<file path="src/rtl/psm_pkg.sv">
// Shared constants for the PSM carrier generator and the downstream dead-time stage.
package psm_pkg;
  localparam int BITS_DATA          = 16;
  localparam int DEADTIME_BITS_DATA = 10;
  localparam int PSM_MIN_PERIOD     = 2;
endpackage

</file>
<file path="src/rtl/psm_leg_counter.sv">
// One leg of the carrier: a loadable mod-P up-counter with a registered (next < H) output.
module psm_leg_counter
  import psm_pkg::*;
#(
  parameter int W = BITS_DATA
) (
  input  logic         i_clk,
  input  logic         i_rst,
  input  logic         i_load,
  input  logic [W-1:0] i_load_val,
  input  logic         i_wrap,
  input  logic [W-1:0] i_half,
  input  logic         i_active,
  output logic [W-1:0] o_cnt,
  output logic         o_out
);
  localparam logic [W-1:0] ONE = W'(1);

  logic [W-1:0] r_cnt;
  logic         r_out;
  logic [W-1:0] w_next;

  always_comb begin
    w_next = r_cnt + ONE;
    if (i_load) w_next = i_load_val;
    else if (i_wrap) w_next = '0;
  end

  always_ff @(posedge i_clk or posedge i_rst) begin
    if (i_rst) begin
      r_cnt <= '0;
      r_out <= 1'b0;
    end else begin
      r_cnt <= w_next;
      r_out <= i_active && (w_next < i_half);
    end
  end

  assign o_cnt = r_cnt;
  assign o_out = r_out;
endmodule

</file>
<file path="src/rtl/psm_carrier_gen.sv">
// 50 % duty PSM carrier: leg A plus a phase-lagged leg B, with period/phase
// shadowed at each period start so reprogramming never produces runt pulses.
module psm_carrier_gen #(
  parameter int BITS_DATA = psm_pkg::BITS_DATA
) (
  input  logic                 CLK,
  input  logic                 RST,
  input  logic                 iENABLE,
  input  logic [BITS_DATA-1:0] iFREQUENCY,
  input  logic [BITS_DATA-1:0] iPHASE,
  output logic                 oPSM_A,
  output logic                 oPSM_B,
  output logic                 oSYNC,
  output logic                 oFAULT
);
  import psm_pkg::*;

  localparam logic [BITS_DATA-1:0] MIN_P = BITS_DATA'(PSM_MIN_PERIOD);
  localparam logic [BITS_DATA-1:0] ONE   = BITS_DATA'(1);

  logic [BITS_DATA-1:0] r_p_s;
  logic                 r_run;
  logic                 r_sync;
  logic                 r_fault;

  logic [BITS_DATA-1:0] w_p_m1;
  logic [BITS_DATA-1:0] w_ph_clamp;
  logic                 w_in_legal;
  logic [BITS_DATA-1:0] w_load_b;
  logic [BITS_DATA-1:0] w_cnt_a;
  logic [BITS_DATA-1:0] w_cnt_b;
  logic                 w_wrap_a;
  logic                 w_wrap_b;
  logic                 w_load;
  logic [BITS_DATA-1:0] w_p_next;
  logic [BITS_DATA-1:0] w_h_next;
  logic                 w_active;

  assign w_p_m1     = iFREQUENCY - ONE;
  assign w_ph_clamp = (iPHASE > w_p_m1) ? w_p_m1 : iPHASE;
  assign w_in_legal = (iFREQUENCY >= MIN_P);
  // The phase shadow lives on only as leg B's starting offset, so it is not kept separately.
  assign w_load_b   = (!w_in_legal || (w_ph_clamp == '0)) ? '0 : (iFREQUENCY - w_ph_clamp);

  assign w_wrap_a = (w_cnt_a == (r_p_s - ONE));
  assign w_wrap_b = (w_cnt_b == (r_p_s - ONE));
  assign w_load   = !iENABLE || !r_run || w_wrap_a || (r_p_s < MIN_P);
  assign w_p_next = w_load ? iFREQUENCY : r_p_s;
  assign w_h_next = w_p_next >> 1;
  assign w_active = iENABLE && (w_p_next >= MIN_P);

  psm_leg_counter #(.W(BITS_DATA)) u_leg_a (
    .i_clk      (CLK),
    .i_rst      (RST),
    .i_load     (w_load),
    .i_load_val ('0),
    .i_wrap     (w_wrap_a),
    .i_half     (w_h_next),
    .i_active   (w_active),
    .o_cnt      (w_cnt_a),
    .o_out      (oPSM_A)
  );

  psm_leg_counter #(.W(BITS_DATA)) u_leg_b (
    .i_clk      (CLK),
    .i_rst      (RST),
    .i_load     (w_load),
    .i_load_val (w_load_b),
    .i_wrap     (w_wrap_b),
    .i_half     (w_h_next),
    .i_active   (w_active),
    .o_cnt      (w_cnt_b),
    .o_out      (oPSM_B)
  );

  always_ff @(posedge CLK or posedge RST) begin
    if (RST) begin
      r_p_s   <= '0;
      r_run   <= 1'b0;
      r_sync  <= 1'b0;
      r_fault <= 1'b0;
    end else begin
      if (w_load) r_p_s <= iFREQUENCY;
      r_run   <= iENABLE;
      r_sync  <= w_active && (w_load || w_wrap_a);
      r_fault <= (w_p_next < MIN_P);
    end
  end

  assign oSYNC  = r_sync;
  assign oFAULT = r_fault;
endmodule

</file>
<file path="config.mk">
export PLATFORM = sky130hd
export DESIGN_NAME = psm_carrier_gen
export DESIGN_NICKNAME = d
export VERILOG_FILES = /design/src/rtl/psm_pkg.sv /design/src/rtl/psm_leg_counter.sv /design/src/rtl/psm_carrier_gen.sv
export SDC_FILE = /design/constraint.sdc
export NUM_CORES = 1
export LEC_CHECK = 0
export ABC_AREA = 1
export ABC_CLOCK_PERIOD_IN_PS = 11070
export CORE_ASPECT_RATIO = 1.25
export CORE_MARGIN = 2
export CORE_UTILIZATION = 50
export DETAILED_ROUTE_END_ITERATION = 6
export PLACE_DENSITY = 0.74
export SYNTH_ARGS = -nofsm -noshare
export SYNTH_HDL_FRONTEND = slang
export SYNTH_HIERARCHICAL = 1
export SYNTH_SLANG_ARGS = --single-unit
</file>
<file path="constraint.sdc">
create_clock -name CLK -period 11.07 [get_ports CLK]
set_clock_uncertainty 0.05 [all_clocks]
set_input_delay 2.214 -clock CLK [delete_from_list [all_inputs] [get_ports CLK]]
set_output_delay 2.214 -clock CLK [all_outputs]
set_load 0.01 [all_outputs]
</file>
==> results of run 1 <==
[cell usage after synthesis, types with 2 or more instances]
library cell / count
nand2_1: 280
inv_1: 152
nor2_1: 94
ha_1: 59
nand3_1: 56
dfrtp_1: 53
a21oi_1: 37
o21ai_0: 28
nand4_1: 24
xor2_1: 24
nor2_2: 22
o21ai_1: 21
nand3_2: 19
nor3_1: 19
xnor2_1: 19
nand2_2: 17
inv_2: 8
nand3b_1: 8
nand2_4: 6
nor2_4: 6
or2_2: 5
buf_2: 4
buf_6: 4
nand3_4: 4
xor2_2: 4
a211oi_1: 3
a22o_1: 3
nor3b_1: 3
o21a_1: 3
o21ai_2: 3
or2_1: 3
a311oi_1: 2
a32o_1: 2
and2_1: 2
clkbuf_1: 2
nor2_8: 2
nor3_2: 2
nor4_1: 2
o211ai_1: 2
o21bai_1: 2
o21bai_2: 2
o22ai_1: 2
o31ai_1: 2
xnor2_2: 2
[how the worst max path moves through the flow]
stage / end / slack, ns / depth (start not counted)
final: u_leg_b/o_out$_DFF_PP0_ / 3.23 / 39
after global placement: u_leg_b/o_out$_DFF_PP0_ / 2.99 / 39
after detailed placement: u_leg_b/o_out$_DFF_PP0_ / 2.91 / 39
after floorplan: u_leg_b/o_out$_DFF_PP0_ / 4.44 / 38
after global routing: u_leg_b/o_out$_DFF_PP0_ / 2.44 / 39
after CTS: u_leg_b/o_out$_DFF_PP0_ / 3.22 / 39
[critical path, delay by kind of cell]
family	cells	cell delay (ns)
XOR/XNOR	1	0.22
adder cells (fa/ha/maj)	3	0.91
AND/OR/NAND/NOR	26	3.16
AO/OA/AOI/OAI	3	0.45
buffers and inverters	6	1.03
[sequential cells by signal, indices dropped and copies added, names as in the netlist]
| register | flops |
|---|---|
| oFAULT | 1 |
| oSYNC | 1 |
| r_p_s | 16 |
| r_run | 1 |
| u_leg_a/o_cnt | 16 |
| u_leg_a/o_out | 1 |
| u_leg_b/o_cnt | 16 |
| u_leg_b/o_out | 1 |
[cell usage in the layout, fill, tap and decap left out, types with 28 or more instances in the layout]
cell             netlist  final
a21oi_1               37     37
clkdlybuf4s50_1        0     38
dfrtp_1               53     53
ha_1                  59     59
inv_1                152    152
nand2_1              280    280
nand3_1               56     56
nor2_1                94     94
o21ai_0               28     28
[power by group]
| group | switching [W] | internal, W |
|---|---|---|
| clock | 0.0000730 | 0.000106 |
| sequential | 0.0000407 | 0.000222 |
| combinational | 0.000239 | 0.000150 |
[metrics by stage]
step | hold WS, ns | util, % | area (um^2)
2_1_floorplan | 0.4974 | - | 6848
3_3_place_gp | 0.5764 | 55.55 | 7350
3_5_place_dp | 0.5773 | 55.55 | 7350
4_1_cts | 0.5921 | 56.78 | 7513
5_1_grt | 0.6412 | 56.78 | 7513
6_report | 0.5946 | 56.78 | 7513
[kinds of logic (layout without fill, tap and decap cells)]
family | Yosys count | count (layout) | synth area share, %
DFF | 53 | 53 | 19.55
adders and majority gates | 60 | 60 | 11.18
AOI/OAI and AO/OA | 118 | 118 | 10.31
buffers and inverters | 173 | 207 | 10.37
and+or+nand+nor | 576 | 576 | 41.55
other | 1 | 18 | 0.05528
xor gates and xnor gates | 49 | 49 | 6.990
[metal layers]
layer / wire, um / vias to the layer above
li1: - / 3397
met1: 6961 / 2941
met2: 9521 / 130
met3: 378 / 41
met4: 751 / 0
met5: 0 / -
[final cells by class]
| class | count | share of cell area (%) |
|---|---|---|
| clock inverter | 2 | 0.5162 |
| multi-input combinational | 821 | 64.13 |
| sequential | 53 | 17.65 |
| timing repair buffer | 38 | 5.062 |
| clock buffer | 5 | 1.665 |
| inverter | 162 | 8.127 |
| tap | 171 | 2.848 |
==> results.ini, run 1 <==
[setup_path]
cpMostUsedCell = nand2_1
crit_path_end_kind = register
rr_endpoint = u_leg_b/o_out$_DFF_PP0_
rr_startpoint = r_p_s[0]$_DFF_PP0_
reg2reg_slack_ns = 6.50
setup.worst_path.start_class = primary input
cp.arrival_ns = 8.03
path_class = primary input to register
setup.worst_path.start = iFREQUENCY[1]
slowest_stage = clkdlybuf4s50_1
crit_fanout = 24
max_stage_delay_ns = 0.50
required_ns = 11.25
reg2regPathDepth = 22

[layout]
multi_input_area_mm2 = 0.004818
layout-drive-gt1-share_pct = 10.64
syn2layout_area_growth_pct = 10.75
seqCellArea_mm2 = 0.001326
nFillCells = 1335
num_antenna_cells = 0
final_cells = 1252
final_nets = 1176

[place]
place.gp.congestion = 0.9086
dp.cells = 1245
io_buffers = 38
dpl.hpwl_mm = 14.98
dp_slack_ns = 2.911

[detailed_routing]
firstDrtPassIters = 5
antenna_left = 0
drc = 0
drt-wirelength-per-cell_um = 14.07
drtIter0Drc = 344
via_per_inst = 5.199
routed_wl_mm = 17.61
num_vias = 6509

[sta]
worst_slack_ns = 3.226
rsz0062_at_grt = false
timing.final.crit_share_pct = 70.85
hold_viol_final = 0
max_slew_margin_pct = 49.54
timing.fmax_ghz = 0.1275
setup_tns_ns = 0
worstMarginPinSlew_ns = 0.7500
final_max_slew_viol_count = 0
finalCriticalPeriod_ns = 7.844
finalSetupViolations = 0

[clocking]
cts_tree = built
cts-root-buf = clkbuf_16
holdBufCountCts = 0
cts_buffers = 5
clock_path_buffers = 2
clk_pin_slew_ns = 0.07
h-tree-depth = 2
cts_sinks = 53
cts-resized-gates = 0
clk_latency_ns = 0.30
postCtsSetupBuffers = 0

[floorplanning]
start_util_pct = 51.27
core_area_mm2 = 0.01323
die_w_um = 108.2
ios = 39
die_h_um = 134.2
rows = 47
die-area_mm2 = 0.01452

[synth]
syn_inst = 1030
synth.cell_area_mm2 = 0.006784
yosysWarnings = 6
synth_cell_types = 57
async_flop_share_pct = 100.0
ys_seq_area_share_pct = 19.55
syn_area_per_cell_um2 = 6.586
synth.largest_area_cell = dfrtp_1
synth-seq-cells = 53
synth_ff_type = dfrtp_1
post-synth-top-area-fraction_pct = 19.55
ys_top_cells_by_area = dfrtp_1 (20%), nand2_1 (15%), ha_1 (11%)
synth_edf_count = 0

[global_routing]
grt_usage_pct = 25.80
grt_use_met3_pct = 1.652
use_met1_pct = 27.73
grt_use_met2_pct = 50.73
grt_pass1_wl_mm = 29.81
antenna_found_initial = 0
grt_overflow_total = 0
grt_pass1_vias = 6426
grt_max_degree = 59
grt-busiest-layer = met2

[pwr]
p_per_area_mw_per_mm2 = 110.7
power_w = 0.0008314
peakVddDrop_mv = 0.05832
power_leakage_nw = 3.950

[worst_hold_path]
hp-start = u_leg_b/o_cnt[0]$_DFF_PP0_
hold_depth = 3
hold_end = u_leg_b/o_cnt[0]$_DFF_PP0_
hold_path.class = register to register

[job]
drv_cap = 0

[outcome]
outcome = finished, final reports clean

(Power assumes the default switching activity.)
==> run 2: changes to the inputs <==
--- a/config.mk
+++ b/config.mk
@@ -6,12 +6,12 @@
 export NUM_CORES = 1
 export LEC_CHECK = 0
 export ABC_AREA = 1
-export ABC_CLOCK_PERIOD_IN_PS = 11070
+export ABC_CLOCK_PERIOD_IN_PS = 6290
 export CORE_ASPECT_RATIO = 1.25
 export CORE_MARGIN = 2
 export CORE_UTILIZATION = 50
 export DETAILED_ROUTE_END_ITERATION = 6
-export PLACE_DENSITY = 0.74
+export PLACE_DENSITY = 0.76
 export SYNTH_ARGS = -nofsm -noshare
 export SYNTH_HDL_FRONTEND = slang
 export SYNTH_HIERARCHICAL = 1
==> constraint.sdc (replaced) <==
create_clock -name CLK -period 6.29 [get_ports CLK]
set_clock_uncertainty 0.05 [all_clocks]
set_input_delay 1.258 -clock CLK [delete_from_list [all_inputs] [get_ports CLK]]
set_output_delay 1.258 -clock CLK [all_outputs]
set_load 0.01 [all_outputs]
==> run 2 against run 1 <==
Effect of this change:
- hold slack worse by 0.010 ns
- die area unchanged
- critical path depth up 1
- combinational power up 110%
- sequential share of layout area down 1.6 points
- sequential power up 75%
- first-iteration DRC count up 27%
- via count up 6.3%
==> results.ini, run 2 (synthesis gave the netlist of run 1 again) <==
[outcome]
outcome = finished, final reports clean

[sta]
hold_ws_ns = 0.5846  ; -0.01004 ns
finalCriticalPeriod_ns = 5.973
finalSetupViolations = 0  ; unchanged
worst_slack_ns = 0.3165  ; -2.910 ns
hold_viol_final = 0  ; unchanged
max_slew_margin_pct = 50.95  ; +1.4 points
timing.fmax_ghz = 0.1674
timing.final.crit_share_pct = 94.97
final_max_slew_viol_count = 0  ; unchanged
worstMarginPinSlew_ns = 0.7350  ; -0.01502 ns

[setup_path]
path_class = primary input to register
rr_endpoint = u_leg_b/o_out$_DFF_PP0_
setup.worst_path.start_class = primary input
crit_path_end_kind = register
cp.arrival_ns = 6.16  ; -1.87 ns
slowest_stage = clkdlybuf4s50_1
rr_startpoint = r_p_s[0]$_DFF_PP0_
reg2reg_slack_ns = 1.69  ; -4.81 ns
max_stage_delay_ns = 0.42  ; -0.08 ns
crit_fanout = 6  ; -75%
required_ns = 6.47  ; -4.78 ns
cpMostUsedCell = nand2_1
reg2regPathDepth = 23  ; +4.5%

[floorplanning]
rows = 47  ; unchanged
die_h_um = 134.2  ; unchanged
ios = 39  ; unchanged
core_area_mm2 = 0.01323  ; unchanged
die-area_mm2 = 0.01452  ; unchanged
die_w_um = 108.2  ; unchanged
start_util_pct = 51.27  ; unchanged

[global_routing]
grt_usage_pct = 25.65  ; -0.15 points
grt_pass1_wl_mm = 29.52  ; -0.99%
grt_max_degree = 59  ; unchanged
grt_pass1_vias = 6582  ; +2.4%
antenna_found_initial = 0  ; unchanged
grt_overflow_total = 0  ; unchanged

[pwr]
p_seq_share_pct = 29.1  ; -2.5 points
p_sw_w = 0.0006615  ; +87%
power_leakage_nw = 4.357  ; +10%
clkPwrFrac_pct = 20.1  ; -1.5 points
p_comb_share_pct = 50.8  ; +4.0 points
peakVddDrop_mv = 0.1076  ; +84%
p_per_area_mw_per_mm2 = 191.2  ; +73%
p_sw_share_pct = 41.82  ; -0.63 points
intPower_w = 0.0009201  ; +92%
power_w = 0.001582  ; +90%

[clocking]
h-tree-depth = 2  ; unchanged
holdBufCountCts = 0  ; unchanged
clk_latency_ns = 0.30  ; about the same
cts_tree = built
clock_path_buffers = 2  ; unchanged
cts_sinks = 53  ; unchanged
clk_pin_slew_ns = 0.07  ; about the same
cts-root-buf = clkbuf_16
cts_buffers = 5  ; unchanged

[layout]
final_cells = 1326  ; +5.9%
nFillCells = 1207  ; -9.6%
num_antenna_cells = 0  ; unchanged
layout-drive-gt1-share_pct = 20.26  ; +9.6 points
final_nets = 1249  ; +6.2%
postLayoutCellArea_mm2 = 0.008272  ; +10%
syn2layout_area_growth_pct = 21.93
final_cell_mix = nand2_1 (268), inv_1 (147), nor2_1 (89)
layout_commonest_cell = nand2_1

[detailed_routing]
drtIter0Drc = 438  ; +27%
num_vias = 6920  ; +6.3%
antenna_left = 0  ; unchanged
via_per_inst = 5.219  ; +0.38%
routed_wl_mm = 18.19  ; +3.3%
firstDrtPassIters = 5  ; unchanged
drt-wirelength-per-cell_um = 13.72  ; -2.5%
drc = 0  ; unchanged

[place]
io_buffers = 38  ; unchanged
dp.cells = 1311  ; +5.3%
dp_slack_ns = -0.3382  ; -3.250 ns
dpl.hpwl_mm = 15.10  ; +0.78%
post_dp_cell_area_mm2 = 0.007845  ; +6.7%
place.gp.congestion = 0.9332  ; +2.7%

[worst_hold_path]
hold_depth = 3  ; unchanged
hold_path.class = register to register
hold_end = u_leg_b/o_cnt[0]$_DFF_PP0_
hp-start = u_leg_b/o_cnt[0]$_DFF_PP0_

[job]
drv_cap = 0  ; unchanged

run 2: changes by cell type in the layout (fill, tap and decap cells not counted), moves of 5 or more:
cell and delta:
a21oi_1 -5, a21oi_2 +5, buf_4 +72, clkdlybuf4s50_1 -5, dlymetal6s2s_1 +5, ha_1 -5, inv_1 -5, nand2_1 -12
nand2_2 +13, nor2_1 -5, o21ai_0 -7, o21ai_2 +5
run 2: worst max-delay path by stage:
stage                  start                       to
3_5_place_dp   iFREQUENCY[1]  u_leg_b/o_out$_DFF_PP0_
5_1_grt        iFREQUENCY[5]  u_leg_b/o_out$_DFF_PP0_
4_1_cts        iFREQUENCY[1]  u_leg_b/o_out$_DFF_PP0_
2_1_floorplan  iFREQUENCY[0]  u_leg_b/o_out$_DFF_PP0_
6_report       iFREQUENCY[5]  u_leg_b/o_out$_DFF_PP0_
3_3_place_gp   iFREQUENCY[1]  u_leg_b/o_out$_DFF_PP0_
run 2: power by group through the flow:
stage,combinational [W],sequential (W),clock (W)
6_report,0.000803,0.000460,0.000318
5_1_grt,0.000905,0.000469,0.000338
4_1_cts,0.000752,0.000460,0.000324
3_5_place_dp,0.000747,0.000466,0
3_3_place_gp,0.000732,0.000464,0
2_1_floorplan,0.000525,0.000451,0
run 2: area by class of cell:
type	count	area (um^2)	share of cell area [%]
Timing Repair Buffer	110	933.4	11.28
Multi-Input combinational cell	822	5017	60.66
Sequential cell	53	1326	16.03
Clock inverter	2	38.79	0.4689
Tap cell	171	214.0	2.587
Inverter	162	613.1	7.412
Clock buffer	6	128.9	1.558
run 2: metrics by stage:
stage / util (%) / TNS (ns)
floorplan: - / 0
finish: 62.52 / 0
global placement: 59.29 / -0.2293
global route: 62.52 / -0.07866
detailed placement: 59.29 / -0.3382
CTS: 60.58 / 0
run 2: per-layer routing:
metal / wire length, um / vias to the layer above / global-route usage (%)
li1: - / 3558 / -
met4: 1162 / 0 / 15.88
met1: 7165 / 3137 / 27.77
met3: 527 / 60 / 2.284
met2: 9336 / 165 / 47.31
met5: 0 / - / 0
run 2: repair_timing:
| item | 4_1_cts | 5_1_grt |
|---|---|---|
| resized for setup | 1 | 61 |
| cloned | 0 | 1 |
| endpoints found under the setup margin | 1 | 1 |
| pin swaps | 0 | 31 |
| buffers inserted | 0 | 6 |
run 2: critical path, delay by kind of cell:
kind                       cells  cell delay (ns)
adders and majority gates      3             0.82
xor gates and xnor gates       1             0.22
and+or+nand+nor               26             2.52
AOI/OAI and AO/OA              3             0.44
buffers and inverters          7             0.91
==> RTL change: new RTL, flow settings as in run 2 <==
Change the package constant `BITS_DATA` from 16 to 32.
--- a/src/rtl/psm_pkg.sv
+++ b/src/rtl/psm_pkg.sv
@@ -1,6 +1,6 @@
 // Shared constants for the PSM carrier generator and the downstream dead-time stage.
 package psm_pkg;
-  localparam int BITS_DATA          = 16;
+  localparam int BITS_DATA          = 32;
   localparam int DEADTIME_BITS_DATA = 10;
   localparam int PSM_MIN_PERIOD     = 2;
 endpackage
Ports: changed (resized iFREQUENCY and iPHASE); port bits go from 39 to 71. No check against the original RTL was run, so the function may have changed too.
==> RTL change against run 2 <==
- the run now ends with DRC, setup timing left
- worst hold slack improved by 0.021 ns
- cell area rose by 120%
- fmax fell by 18%
- sequential power rose by 97%
- first-iteration DRC count rose by 130%
- non-clock buffer count rose by 260
- power rose by 100%
- area after synthesis rose by 100%
- count of clock-buffer cells in the layout rose by 5
- wire length rose to 2.6 times the old value
- sequential share of layout area fell by 1.8 points
- worst setup slack got worse by 1.3 ns
- sequential cell count rose by 48
- core utilization rose by 3.8 points
- largest power group unchanged
==> RTL change: results (changes against run 2) <==
| Metric | Value |
|---|---|
| Fin Hold WS | 0.6054 ns (+0.02081 ns) |
| Synth top area cells | dfrtp_1 (19%), nand2_1 (17%), ha_1 (11%), inv_1 (9.7%), nor2_1 (6.6%) |
| Total Routing Usage GR | 0.3314 (+0.07490) |
| Crit path DAT | 7.55 ns (+1.39 ns) |
| Largest fanout on the critical path | 7 (+1) |
| # setup viols final | 12 (+12) |
| Share of post-route cells with drive strength above 1 | 0.2044 (+0.001835) |
| CTS Buf Count | 9 (+4) |
| Critical Path Max Stage Delay | 0.30 ns (-0.12 ns) |
| Maximum VDD drop | 0.0001096 V (+1.8%) |
| Violated checks | DRC, setup timing |
| Sequential fraction of the synthesis area | 0.1854 (-0.01014) |
| Vias | 15950 (+130%) |
| Net Sw Frac | 0.4443 (+0.02609) |
| TritonRoute pass-1 iters | 7 (+2) |
| CP Launch Point | iFREQUENCY[0] |
| Clock Latency Late Sink | 0.37 ns (+0.07 ns) |
| Setup repair bufs after CTS | 25 (+25) |
| Hold_sp | r_p_s[22]$_DFF_PP0_ |
| GP Congestion | 1.050 (+13%) |
| Synth top cells by count | nand2_1 (631), inv_1 (353), nor2_1 (240) |
| DRC Markers | 2 (+2) |
| Largest net degree at the start of global routing | 72 (+22%) |
| P_leak | 9.625 nW (+120%) |
| Hold endpoint | r_p_s[22]$_DFF_PP0_ |
| Status | finished, violations left |
| Post-layout nets | 2799 (+120%) |
| Cts repair resizes | 111 (+110) |
| WHS Path Cells | 2 (-1) |
| Complex-gate fraction of the synthesized area | 0.09571 (-0.007393) |
| Setup WS post-layout | -1.009 ns (-1.325 ns) |
| Number of port buffers | 70 (+84%) |
| Distinct cell type count after synthesis | 67 (+18%) |
-- RTL change: changes by cell type in the layout (fill, tap and decap cells not counted), sizes merged, moves of 53 or more --
cell and delta:
buf +239, ha +59, inv +200, nand2 +346
nand3 +96, nand4 +65, nor2 +143, xor2 +53
-- RTL change: per-layer routing --
metal / track usage / vias up / wire length (um)
met3: 0.03777 / 193 / 2211
met2: 0.5766 / 585 / 23230
li1: - / 7959 / -
met1: 0.3768 / 7208 / 18470
met5: 0 / - / 0
met4: 0.2179 / 0 / 3699
-- RTL change: critical path, delay by kind of cell --
family / cells / cell delay [ns]
adders and majority gates: 4 / 0.98
xor gates and xnor gates: 1 / 0.19
buffers and inverters: 8 / 0.58
AOI/OAI and AO/OA: 9 / 1.28
and+or+nand+nor: 35 / 3.18
-- RTL change: area by class of cell --
cell class              count  area (um2)
clock buffers              11       252.7
clock inverters             4       32.53
fillers                  2477        9027
inverters                 362        1370
multi-input cells        1769       10160
flip-flops and latches    101        2527
well taps                 345       431.7
repair buffers            370        3019
-- RTL change: power groups by stage --
stage | Clock [mW] | Sequential [mW] | Combinational (mW)
6_report | 0.563 | 0.908 | 1.73
3_5_place_dp | 0 | 0.909 | 1.57
4_1_cts | 0.566 | 0.897 | 1.62
3_3_place_gp | 0 | 0.904 | 1.53
5_1_grt | 0.592 | 0.918 | 1.93
2_1_floorplan | 0 | 0.861 | 1.02
-- RTL change: through the flow --
stage          std cells  cell area [um2]  setup WS, ns  total power, mW  TNS, ns
4_1_cts             2955            17400       -0.9944            3.082   -1.296
3_5_place_dp        2915            16810        -1.845            2.480   -21.06
2_1_floorplan       2269            13830       -0.7459            1.878  -0.7982
6_report            2962            17800        -1.009            3.205   -1.830
5_1_grt             2962            17800        -1.561            3.438   -12.40
3_3_place_gp        2915            16810        -1.604            2.433   -16.87
